### config.mk
export PLATFORM = sky130hd
export DESIGN_NAME = mem_arbiter
export DESIGN_NICKNAME = d
export VERILOG_FILES = /design/src/rtl/mem_arbiter.sv
export SDC_FILE = /design/constraint.sdc
export NUM_CORES = 1
export LEC_CHECK = 0
export BUFFER_PORTS_ARGS = -buffer_cell sky130_fd_sc_hd__buf_2
export CORE_MARGIN = 2
export CORE_UTILIZATION = 30
export DETAILED_ROUTE_END_ITERATION = 6
export SETUP_SLACK_MARGIN = 0.1
export SYNTH_ARGS = -nofsm -noshare
export SYNTH_HDL_FRONTEND = slang
export SYNTH_SLANG_ARGS = --single-unit
### constraint.sdc
create_clock -name clk -period 1.8 [get_ports clk]
set_clock_uncertainty 0.1 [all_clocks]
set_input_delay 0.09 -clock clk [delete_from_list [all_inputs] [get_ports clk]]
set_output_delay 0.09 -clock clk [all_outputs]
set_load 0.005 [all_outputs]
### src/rtl/mem_arbiter.sv
// Two-port memory arbiter: load/store and instruction fetch share one RAM port.
// Load/store normally wins; a fairness counter lets a starved fetch through
// after FAIR_MAX consecutive load/store grants. Each access waits up to
// TIMEOUT cycles for mem_moc and otherwise aborts with an err pulse.
module mem_arbiter #(
   parameter int TIMEOUT  = 15,
   parameter int FAIR_MAX = 4
) (
   input  logic        clk,
   input  logic        clr,
   input  logic        if_req,
   input  logic [31:0] if_addr,
   input  logic        ls_req,
   input  logic        ls_rw,
   input  logic [31:0] ls_addr,
   input  logic [31:0] ls_wdata,
   input  logic [1:0]  ls_type,
   input  logic        ls_sign,
   input  logic        mem_moc,
   input  logic [31:0] mem_rdata,
   output logic        mem_mov,
   output logic        mem_rw,
   output logic [31:0] mem_addr,
   output logic [31:0] mem_wdata,
   output logic [1:0]  mem_type,
   output logic        mem_sign,
   output logic        if_done,
   output logic        ls_done,
   output logic [31:0] rdata,
   output logic        err
);

   localparam int FW = $clog2(FAIR_MAX + 1);
   localparam int WW = $clog2(TIMEOUT + 1);

   typedef enum logic [1:0] {IDLE, ACCESS, DONE, ABORT} state_t;

   state_t          state;
   logic [FW-1:0]   fair_cnt;
   logic [WW-1:0]   wait_cnt;
   logic            owner_if;
   logic            grant_if;

   // Fetch wins only when load/store is absent or the fetch has been starved.
   assign grant_if = if_req && (!ls_req || (fair_cnt == FW'(FAIR_MAX)));

   // Main FSM; all outputs are registered so done/err line up with DONE/ABORT.
   always_ff @(posedge clk or negedge clr) begin
      if (!clr) begin
         state     <= IDLE;
         mem_mov   <= 1'b0;
         mem_rw    <= 1'b1;
         mem_addr  <= '0;
         mem_wdata <= '0;
         mem_type  <= '0;
         mem_sign  <= 1'b0;
         if_done   <= 1'b0;
         ls_done   <= 1'b0;
         err       <= 1'b0;
         rdata     <= '0;
         fair_cnt  <= '0;
         wait_cnt  <= '0;
         owner_if  <= 1'b0;
      end else begin
         if_done <= 1'b0;
         ls_done <= 1'b0;
         err     <= 1'b0;
         case (state)
            IDLE: begin
               if (if_req || ls_req) begin
                  state    <= ACCESS;
                  mem_mov  <= 1'b1;
                  wait_cnt <= '0;
                  owner_if <= grant_if;
                  if (grant_if) begin
                     // Fetches are always word reads; store data is left as is.
                     mem_addr <= if_addr;
                     mem_rw   <= 1'b1;
                     mem_type <= 2'b10;
                     mem_sign <= 1'b0;
                     fair_cnt <= '0;
                  end else begin
                     mem_addr  <= ls_addr;
                     mem_rw    <= ls_rw;
                     mem_wdata <= ls_wdata;
                     mem_type  <= ls_type;
                     mem_sign  <= ls_sign;
                     // Only grants that made a fetch wait count toward fairness.
                     if (if_req && (fair_cnt != FW'(FAIR_MAX)))
                        fair_cnt <= fair_cnt + 1'b1;
                  end
               end
            end
            ACCESS: begin
               wait_cnt <= wait_cnt + 1'b1;
               // moc takes precedence over a coincident timeout.
               if (mem_moc) begin
                  if (mem_rw)
                     rdata <= mem_rdata;
                  state   <= DONE;
                  mem_mov <= 1'b0;
                  if_done <= owner_if;
                  ls_done <= !owner_if;
               end else if (wait_cnt == WW'(TIMEOUT - 1)) begin
                  state   <= ABORT;
                  mem_mov <= 1'b0;
                  if_done <= owner_if;
                  ls_done <= !owner_if;
                  err     <= 1'b1;
               end
            end
            DONE:    state <= IDLE;
            ABORT:   state <= IDLE;
            default: state <= IDLE;
         endcase
      end
   end

endmodule

# After elaboration in Yosys (flattened, before gate mapping)
# Index checks and enable logic that the tools add are counted.
totals:
  wordCells: 67
  ff_bits: 114
  output_inout_bits: 104
  in_bits: 137
op_classes:
  n_eq_ne: 8
  bitwise: 1
  add_sub_neg: 2
  reduce_logical: 17
  muxes: 25
op_table:
  columns: ["cell", "count"]
  rows:
  - ["32-bit 2-to-1 mux", 1]
  - ["1-bit 2-to-1 mux", 14]
  - ["3-bit AND reduction", 4]
  - ["2-bit 2-to-1 mux", 4]
  - ["4-bit case mux with 2 select lines", 1]
  - ["3-bit 2-to-1 mux", 2]
  - ["3-bit != test, second input constant", 2]
  - ["2-bit case mux with 3 select lines", 1]
  - ["2-bit AND reduction", 3]
  - ["4-bit by 1-bit adder with 4-bit output, second input constant", 1]
  - ["2-bit equality test, second input constant", 2]
  - ["4-bit equality test, second input constant", 1]
  - ["4-bit 2-to-1 mux", 1]
  - ["2-bit nonzero test", 2]
  - ["3-bit by 1-bit adder with 3-bit output, second input constant", 1]
  - ["3-bit equality test, second input constant", 1]
  - ["2-bit by 1-bit equality test with 1-bit output, second input constant", 1]
  - ["1-bit logical AND", 2]
  - ["1-bit zero test", 2]
  - ["2-bit zero test", 1]
  - ["1-bit logical OR", 2]
  - ["2-bit != test, second input constant", 1]
  - ["1-bit case mux with 2 select lines", 1]
  - ["2-bit OR reduction", 1]
  - ["1-bit NOT", 1]

# Logic depth before layout (Yosys ltp)
# Gate-level depths: netlist of the first run.
logic_depth:
  word_depth: 5
  mapped_depth: 7
  mapped_depth_nobuf: 6

# Worst setup path after synthesis of the first run
# Ideal clock, no wire load.
synth_path:
  kind: "reg-to-reg"
  startpoint: "register fair_cnt[0]"
  endpoint: "register mem_wdata[0]"
  arrival_ns: 1.535
  period_less_slack_ns: 1.759
  slack_ns: 0.041
  required_ns: 1.575
  setup_time_ns: 0.125
  path_buffers: 2
  path_stages_with_launch: 8
  path_cell_list: "dfrtp_1 inv_1 ha_1 nand3_1 and3_1 buf_2 buf_6 mux2_2"
synth_between:
  elab_chain_cells: 5
synth_rtl:
  columns: ["item", "line_no", "source"]
  rows:
  - ["from (decl)", "39", "logic [FW-1:0] fair_cnt;"]
  - ["from (signal assigned)", "90", "fair_cnt <= fair_cnt + 1'b1;"]
  - ["3-bit equality test", "45", "assign grant_if = if_req && (!ls_req || (fair_cnt == FW'(FAIR_MAX)));"]
  - ["1-bit logical OR", "45", null]
  - ["1-bit logical AND", "45", null]
  - ["1-bit NOT (no line)", null, null]
  - ["3-bit AND reduction (no line)", null, null]
  - ["to (signal assigned)", "85", "mem_wdata <= ls_wdata;"]
  - ["to (decl)", "24", "output logic [31:0] mem_wdata,"]
# Every way passes these cells.
# A chain may end at the register's enable or synchronous reset.

# Final worst setup path of the first run
layout_path:
  startpoint: "register fair_cnt[0]"
  endpoint: "register mem_wdata[31]"
# The elaborated chain is that of the path after synthesis.

==> results.yml, run 1 <==
critical_path:
  reg2reg_slack_ns: 0.04
  arrival_ns: 1.94
  r2r-start: "fair_cnt[0]"
  reg2regPathDepth: 6
  r2r_end: "mem_wdata[31]"
  startpoint_type: "flop"
  path_class: "flop to flop"
  cp-end-kind: "flop"
  critPathMaxFanout: 10
  cp.required_ns: 1.98
  worstSetupEndpoint: "mem_wdata[31]"
  crit_start: "fair_cnt[0]"
clock_network:
  clk_latency_ns: 0.40
  cts_buffers: 17
  clkTransAtPathRegs_ns: 0.05
  h-tree-depth: 4
  cts_sinks: 114
  cts_root_buffer: "clkbuf_16"
  clock_path_buffers: 2
  cts_tree: "built"
drt:
  wl_per_cell_microns: 17.3
  drt-vias-per-instance: 4.76
  routed_wl_mm: 15.8
  drc: 0
  vias: 4356
  ant_nets: 0
  drtIter0Drc: 152
  dr.pass1.iters: 4
timing:
  finalSetupTns_ns: 0
  rsz0062_at_grt: "true"
  hold_violations: 0
  setup_viol: 0
  slew_headroom: 0.312
  worst_slew_pin_slew_ns: 1.03
  hold_ws_ns: 0.0149
  clock.fmax_mhz: 568
  post-route-min-period_ns: 1.76
  maxSlewViolCount: 0
  fin_crit_sh: 0.978
synthesis:
  syn_inst: 313
  yosys.area_share.adder: 0.0109
  ys_seq_area_frac: 0.622
  synth_top_family_by_area: "multiplexers"
  yosysWarningCount: 0
  synth.distinct_cells: 33
  syn-cell-area_sq_um: 4590
  synth_edf_count: 0
  avgSynthCellArea_sq_um: 14.7
  synth_flop_cell: "dfrtp_1"
  ys_seq_elements: 114
  synthMuxAreaShare: 0.162
  synth-compound-area-share: 0.0957
  yosys.area_share.simple: 0.0788
  synth_fp_nets: 454
  synth_xor_area_frac: 0.00191
  async_flop_share: 1.00
power_and_ir_drop:
  p_seq_frac: 0.353
  p_sw_mw: 4.00
  ir_drop_uv: 987
  leakage_nw: 4.10
  p_sw_frac: 0.310
  power_density_nw_per_um2: 1520
  clock_power_share: 0.236
  combinationalPowerShare: 0.412
  intPower_mw: 8.92
grt:
  gr-usage-met2: 0.314
  grt_pass1_vias: 4567
  grtUsageMet1: 0.202
  grt_pass1_wl_mm: 22.5
  antenna_found_initial: 0
  grt_max_degree: 115
  use_met3: 0.0522
  top_usage_layer: "met2"
  overflow: 0
  grt_usage: 0.178
floorplanning:
  die_h_microns: 128
  dieArea_sq_um: 16300
  start_util: 0.304
  rows: 45
  io_pins: 241
  die_w_microns: 128
  core_area_sq_um: 15100
final_layout:
  n_fill_cell: 1229
  final_area_sq_um: 8470
  area_growth_pct: 84.5
  drive_gt1_frac: 0.528
  instances_no_fill: 915
  antenna_cells: 0
  nets: 855
placement:
  dpl.cell_count: 730
  routabilityCongestion: 0.713
  placed_area_sq_um: 6070
  port_buffers: 240
  dp_hpwl_mm: 7.93
run_status:
  status: "completed"
flow_run:
  drv_cap: 0
worst_hold_path:
  hold_class: "input pin to flop"
synth_stat cells, types with 2 or more instances:
cell / count / share of area
mux2_2: 65 / 0.16
buf_6: 4 / 0.0098
o21ai_0: 5 / 0.0055
buf_2: 9 / 0.0098
nand3_1: 3 / 0.0033
nor2_1: 6 / 0.0049
a221o_1: 32 / 0.070
a21o_1: 2 / 0.0033
inv_1: 5 / 0.0041
nor2b_1: 2 / 0.0027
a22o_1: 3 / 0.0057
dfrtp_1: 113 / 0.62
and3_1: 2 / 0.0027
o22a_1: 2 / 0.0038
nor3b_1: 33 / 0.054
clkbuf_1: 7 / 0.0057
ha_1: 4 / 0.011
power groups by stage:
stage	combinational [mW]	sequential, mW	clock [mW]
3_5_place_dp	4.05	4.49	0
2_1_floorplan	2.06	4.56	0
5_1_grt	5.74	4.69	3.25
6_report	5.32	4.55	3.04
3_3_place_gp	3.93	4.47	0
4_1_cts	4.74	4.49	3.12
logic make-up (layout without fill, tap and decap cells):
kind of cell,Yosys count,count (layout)
adders and majority gates,4,4
xor gates and xnor gates,1,1
and+or+nand+nor,54,54
buffers and inverters,25,439
AOI/OAI and AO/OA,49,49
muxes,66,66
DFF,114,114
placed cells by master (no fill, tap or decap), drive strengths merged, types with 3 or more instances in the layout:
master       Yosys  routed
inv              5       5
nand3            3       3
buf             13     269
nor2             6       6
mux2            65      65
ha               4       4
a221o           32      32
nor3b           33      33
o21ai            6       6
dlygate4sd3      0     127
a22o             3       3
dfrtp          113     113
clkbuf           7      27
clkinv           0       8
how the worst min path moves through the flow:
stage / start / end / slack, ns / depth (start not counted)
2_1_floorplan: clr / err / -0.31 / 0
3_3_place_gp: clr / rdata[5] / 0.12 / 2
3_5_place_dp: clr / rdata[5] / 0.13 / 2
4_1_cts: if_addr[4] / mem_addr[4] / 0.002 / 3
5_1_grt: if_addr[18] / mem_addr[18] / 0.03 / 3
6_report: if_addr[18] / mem_addr[18] / 0.01 / 3
state kept, by name, indices dropped and copies added (netlist names):
register	count
err	1
fair_cnt	3
if_done	1
ls_done	1
mem_addr	32
mem_mov	1
mem_rw	1
mem_sign	1
mem_type	2
mem_wdata	32
owner_if	1
rdata	32
state	2
wait_cnt	4
metrics by stage:
step / power, mW / utilization / worst slack [ns]
2_1_floorplan: 6.62 / - / 0.104
3_3_place_gp: 8.40 / 0.402 / 0.0627
3_5_place_dp: 8.54 / 0.402 / 0.00162
4_1_cts: 12.4 / 0.543 / 0.0485
5_1_grt: 13.7 / 0.561 / -0.00206
6_report: 12.9 / 0.561 / 0.0388
cell type report:
type	instances	area, sq um	area share
clock buffers	22	484	0.0572
clock inverters	10	58.8	0.00694
inverters	5	18.8	0.00222
multi-input cells	174	1750	0.206
flip-flops and latches	114	2850	0.337
well taps	188	235	0.0278
repair buffers	402	3070	0.363
per-layer routing:
| metal | vias up | routed length [microns] |
|---|---|---|
| met4 | 0 | 400 |
| met1 | 2149 | 6380 |
| met5 | - | 0 |
| met2 | 201 | 8070 |
| li1 | 1975 | - |
| met3 | 31 | 968 |
what timing repair did:
item	4_1_cts	5_1_grt
resized for setup	17	31
setup buffers	11	3
cloned	6	7
endpoints found under the hold margin	216	0
hold buffers	127	0
pin swaps	3	27
setup endpoints to repair	64	67
worst max-delay path: stages, from the launching register on:
cell and delay, ns:
dfrtp_1 0.36, inv_2 0.06, ha_4 0.16, nand3_2 0.06, and3_4 0.27, bufbuf_16 0.30
mux2_2 0.34
(Power assumes the default switching activity.)
==> inputs of run 2 (changes only) <==
Settings changed: CORE_ASPECT_RATIO from default to 2, PLACE_DENSITY from default to 0.65.
Clock period 1.8 ns to 1.9 ns, I/O delays scaled along.
==> run 2 against run 1 <==
- fmax fell by 0.50%
- power shrank 5.7%
- flip-flop and latch count is the same
- design area down 3.1%
- cell count fell by 0.66%
- global-route usage fell by 0.13 points
- sequential power decreased by 5.7%
- routed wire length fell by 3.8%
- critical path type unchanged
- highest routed layer unchanged
==> results.yml, run 2 (synthesis results as in run 1) <==
power_and_ir_drop:
  ir_drop_uv: 764
  leakage_nw: 3.91
  power_density_nw_per_um2: 1480
run_status:
  status: "completed"
final_layout:
  nets: 839
  final_common_cell: "buf_2"
  area_growth_pct: 78.8
  drive_gt1_frac: 0.513
  n_fill_cell: 1221
  instances_no_fill: 909
  final_area_sq_um: 8210
  antenna_cells: 0
  final_util: 0.542
  most-common-layout-cells: "buf_2, dlygate4sd3_1, dfrtp_1, mux2_2, a221o_1"
  largestRegisters: "mem_addr (32), mem_wdata (32), rdata (32)"
grt:
  use_met3: 0.0538
  overflow: 0
  top_usage_layer: "met2"
  grt_usage: 0.177
  gr-usage-met2: 0.296
  grt_max_degree: 47
  antenna_found_initial: 0
  grt_pass1_wl_mm: 22.7
  grt_pass1_vias: 4524
  grtUsageMet1: 0.210
drt:
  ant_nets: 0
  drc: 0
  drtIter0Drc: 115
  drt-vias-per-instance: 4.74
  wl_per_cell_microns: 16.7
  routed_wl_mm: 15.2
  vias: 4308
  dr.pass1.iters: 5
floorplanning:
  die_h_microns: 179
  die_w_microns: 91.5
  core_area_sq_um: 15100
  dieArea_sq_um: 16400
  rows: 64
  start_util: 0.303
  io_pins: 241
worst_hold_path:
  hold_class: "input pin to flop"
  whs_path_depth: 3
placement:
  port_buffers: 240
  dpl.cell_count: 742
  routabilityCongestion: 0.722
  placed_area_sq_um: 6110
  dp_hpwl_mm: 8.29
  pre_cts_slack_ns: 0.129
critical_path:
  reg2regPathDepth: 6
  cp-end-kind: "flop"
  critPathMaxFanout: 8
  startpoint_type: "flop"
  path_class: "flop to flop"
  arrival_ns: 1.95
  cp.required_ns: 2.08
flow_run:
  drv_cap: 0
timing:
  hold_violations: 0
  slew_headroom: 0.692
  worst_slew_pin_slew_ns: 0.463
  post-route-min-period_ns: 1.77
  finalSetupTns_ns: 0
  maxSlewViolCount: 0
  rsz0062_at_grt: "true"
  fin_crit_sh: 0.932
  worst_slack_ns: 0.130
  clock.fmax_mhz: 565
  setup_viol: 0
clock_network:
  clk_latency_ns: 0.40
  clock_path_buffers: 2
  cts_root_buffer: "clkbuf_16"
  clkTransAtPathRegs_ns: 0.06
  cts_tree: "built"
  cts_buffers: 17
  cts_sinks: 114
  h-tree-depth: 4
[run 2: path summary, 6_finish.rpt]
| check | start | to | slack, ns |
|---|---|---|---|
| max | fair_cnt[1] | mem_wdata[17] | 0.13 |
| min | if_addr[15] | mem_addr[15] | 0.01 |
| max reg2reg | fair_cnt[1] | mem_wdata[17] | 0.13 |
| min reg2reg | owner_if | ls_done | 0.34 |
| max in group asynchronous | clr | mem_rw | 0.93 |
| min in group asynchronous | clr | mem_wdata[18] | 0.09 |
[run 2: per-stage QoR]
| step | hold slack, ns | total power [mW] |
|---|---|---|
| floorplan | -0.301 | 6.26 |
| global placement | -0.0168 | 8.00 |
| detailed placement | -0.0186 | 8.10 |
| CTS | 0.00187 | 11.9 |
| global route | 0.0232 | 12.9 |
| finish | 0.0106 | 12.2 |
[run 2: worst max-delay path, stage by stage, from the launching register on]
cell and delay (ns):
dfrtp_1 0.36, inv_1 0.05, ha_2 0.19, nand3_2 0.06
and3_4 0.35, clkbuf_16 0.20, mux2_2 0.33
[run 2: cell type report]
class / count / area, sq um / share of cell area
clock buffer: 19 / 453 / 0.0552
multi-input combinational: 174 / 1630 / 0.199
tap: 198 / 248 / 0.0302
sequential: 114 / 2850 / 0.348
timing repair buffer: 386 / 2790 / 0.340
clock inverter: 13 / 208 / 0.0253
inverter: 5 / 18.8 / 0.00229
[run 2: report_power, final]
part | internal (mW) | total, mW | switching (mW) | leakage [nW]
clock network | 2.40 | 3.55 | 1.15 | 0.311
registers | 3.62 | 4.29 | 0.677 | 1.38
logic | 2.53 | 4.34 | 1.82 | 2.22
[run 2: metal layers]
metal / wire, microns / share of wire / vias to the layer above
met3: 1280 / 0.084 / 20
met1: 6170 / 0.41 / 2087
met4: 246 / 0.016 / 0
met5: 0 / 0 / -
li1: - / - / 1944
met2: 7520 / 0.49 / 257
[run 2: timing repair]
action,4_1_cts,5_1_grt
buffers inserted,0,2
endpoints found under the setup margin,0,64
hold buffers,128,0
hold endpoints to repair,216,0
gates resized for setup,0,7
==> inputs of run 3 (changes only) <==
Settings changed: PLACE_DENSITY 0.65 to 0.67.
Clock period 1.9 ns to 1.6 ns, I/O delays scaled along.
==> run 3 against run 2 <==
- the flow now finishes with violations (setup timing)
- count of clock-buffer cells in the layout decreased by 1
- sequential power increased by 21%
- critical path depth unchanged
- clock power increased by 14%
- critical endpoint is now mem_wdata[30]
- largest cell class is now non-clock buffers
==> results.yml, run 3 (synthesis results as in run 1) <==
timing:
  hold_violations: 0
  setup_viol: 64
  post-route-min-period_ns: 1.66
  maxSlewViolCount: 0
  slew_headroom: 0.765
  clock.fmax_mhz: 601
  hold_ws_ns: 0.0271
  worst_slew_pin_slew_ns: 0.352
  worst_slack_ns: -0.0639
  rsz0062_at_grt: "true"
  fin_crit_sh: 1.04
placement:
  pre_cts_slack_ns: -0.0766
  routabilityCongestion: 0.766
  placed_area_sq_um: 6220
  port_buffers: 240
  dp_hpwl_mm: 9.10
floorplanning:
  die_h_microns: 179
  dieArea_sq_um: 16400
  io_pins: 241
  rows: 64
  start_util: 0.303
  die_w_microns: 91.5
  core_area_sq_um: 15100
grt:
  grt_pass1_vias: 4491
  grt_max_degree: 54
  grt_pass1_wl_mm: 23.6
  antenna_found_initial: 0
  overflow: 0
  grt_usage: 0.189
final_layout:
  nets: 857
  largestRegisters: "mem_addr (32), mem_wdata (32), rdata (32)"
  drive_gt1_frac: 0.531
  final_area_sq_um: 8460
  area_growth_pct: 84.3
  most-common-layout-cells: "buf_2, dlygate4sd3_1, dfrtp_1, mux2_2, a221o_1"
  final_common_cell: "buf_2"
  antenna_cells: 0
  final_util: 0.559
critical_path:
  critPathMaxFanout: 8
  reg2regPathDepth: 6
  cp.required_ns: 1.79
  startpoint_type: "flop"
  reg2reg_slack_ns: -0.06
  r2r_end: "mem_wdata[30]"
  r2r-start: "fair_cnt[1]"
  max_stage_delay_ns: 0.36
  crit_start: "fair_cnt[1]"
  crit_slowest_cell: "dfrtp_1"
  arrival_ns: 1.86
  cp-end-kind: "flop"
  path_class: "flop to flop"
  path_cells: "inv_2, ha_4, nand3_4, and3_4, clkbuf_16, mux2_4"
  worstSetupEndpoint: "mem_wdata[30]"
flow_run:
  drv_cap: 0
clock_network:
  cts_root_buffer: "clkbuf_16"
  clkTransAtPathRegs_ns: 0.06
  h-tree-depth: 4
  cts_tree: "built"
  clock_path_buffers: 2
  cts_sinks: 114
  clk_latency_ns: 0.40
  cts_buffers: 17
power_and_ir_drop:
  ir_drop_uv: 1100
  leakage_nw: 4.08
  design_power_total_mw: 15.0
  power_density_nw_per_um2: 1770
drt:
  dr.pass1.iters: 4
  drc: 0
  drtIter0Drc: 160
  vias: 4324
  wl_per_cell_microns: 17.6
  ant_nets: 0
  drt-vias-per-instance: 4.66
  routed_wl_mm: 16.3
run_status:
  status: "complete, but fails checks"
  violations: "setup timing"
worst_hold_path:
  hold_class: "input pin to flop"
## run 3: cell types whose count changed in the layout (fill, tap and decap cells not counted), sizes merged
cell,delta
bufinv,-1
buf,+17
inv,+3
clkinvlp,-1
dlygate4sd3,+3
clkbuf,-3
## run 3: worst min-delay path by stage
stage	slack [ns]	start	endpoint	cells past startpoint
2_1_floorplan	-0.32	clr	err	0
3_3_place_gp	-0.09	clr	rdata[30]	1
3_5_place_dp	-0.08	clr	rdata[30]	1
4_1_cts	0.004	if_req	wait_cnt[3]	4
5_1_grt	0.02	if_addr[7]	mem_addr[7]	3
6_report	0.03	if_addr[7]	mem_addr[7]	3
## run 3: metal layers
layer / track usage / up-vias / share of wire
met5: 0 / - / 0
met4: 0.0884 / 0 / 0.022
met3: 0.0643 / 20 / 0.090
met2: 0.312 / 278 / 0.49
met1: 0.220 / 2053 / 0.40
li1: - / 1973 / -
## run 3: critical path: cells and delay by family, from the launching register on
kind	cells	cell delay, ns
flops	1	0.36
simple gates	2	0.35
mux	1	0.32
buf+inv	2	0.26
fa+ha+maj	1	0.16
## run 3: cell type report
class / count / area, sq um
multi-input cells: 174 / 1790
well taps: 198 / 248
clock buffers: 18 / 429
fillers: 1164 / 6670
clock inverters: 14 / 204
inverters: 5 / 18.8
flip-flops and latches: 114 / 2860
repair buffers: 404 / 2920
## run 3: repair_timing
| item | in CTS | in global routing |
|---|---|---|
| resized for setup | 14 | 32 |
| setup buffers | 0 | 5 |
| pin swaps | 1 | 2 |
| gates cloned | 1 | 3 |
| hold buffers | 131 | 0 |
| setup endpoints to repair | 105 | 104 |
| hold endpoints to repair | 216 | 0 |
## run 3: metrics by stage
| step | TNS, ns | cells |
|---|---|---|
| floorplan | 0 | 313 |
| global placement | -0.0801 | 755 |
| detailed placement | -1.38 | 755 |
| CTS | -0.788 | 919 |
| global route | -5.44 | 927 |
| finish | -2.02 | 927 |
## run 3: power breakdown
part | switching [mW] | internal [mW]
Combinational | 2.33 | 3.43
Sequential | 0.870 | 4.30
Clock | 1.41 | 2.63
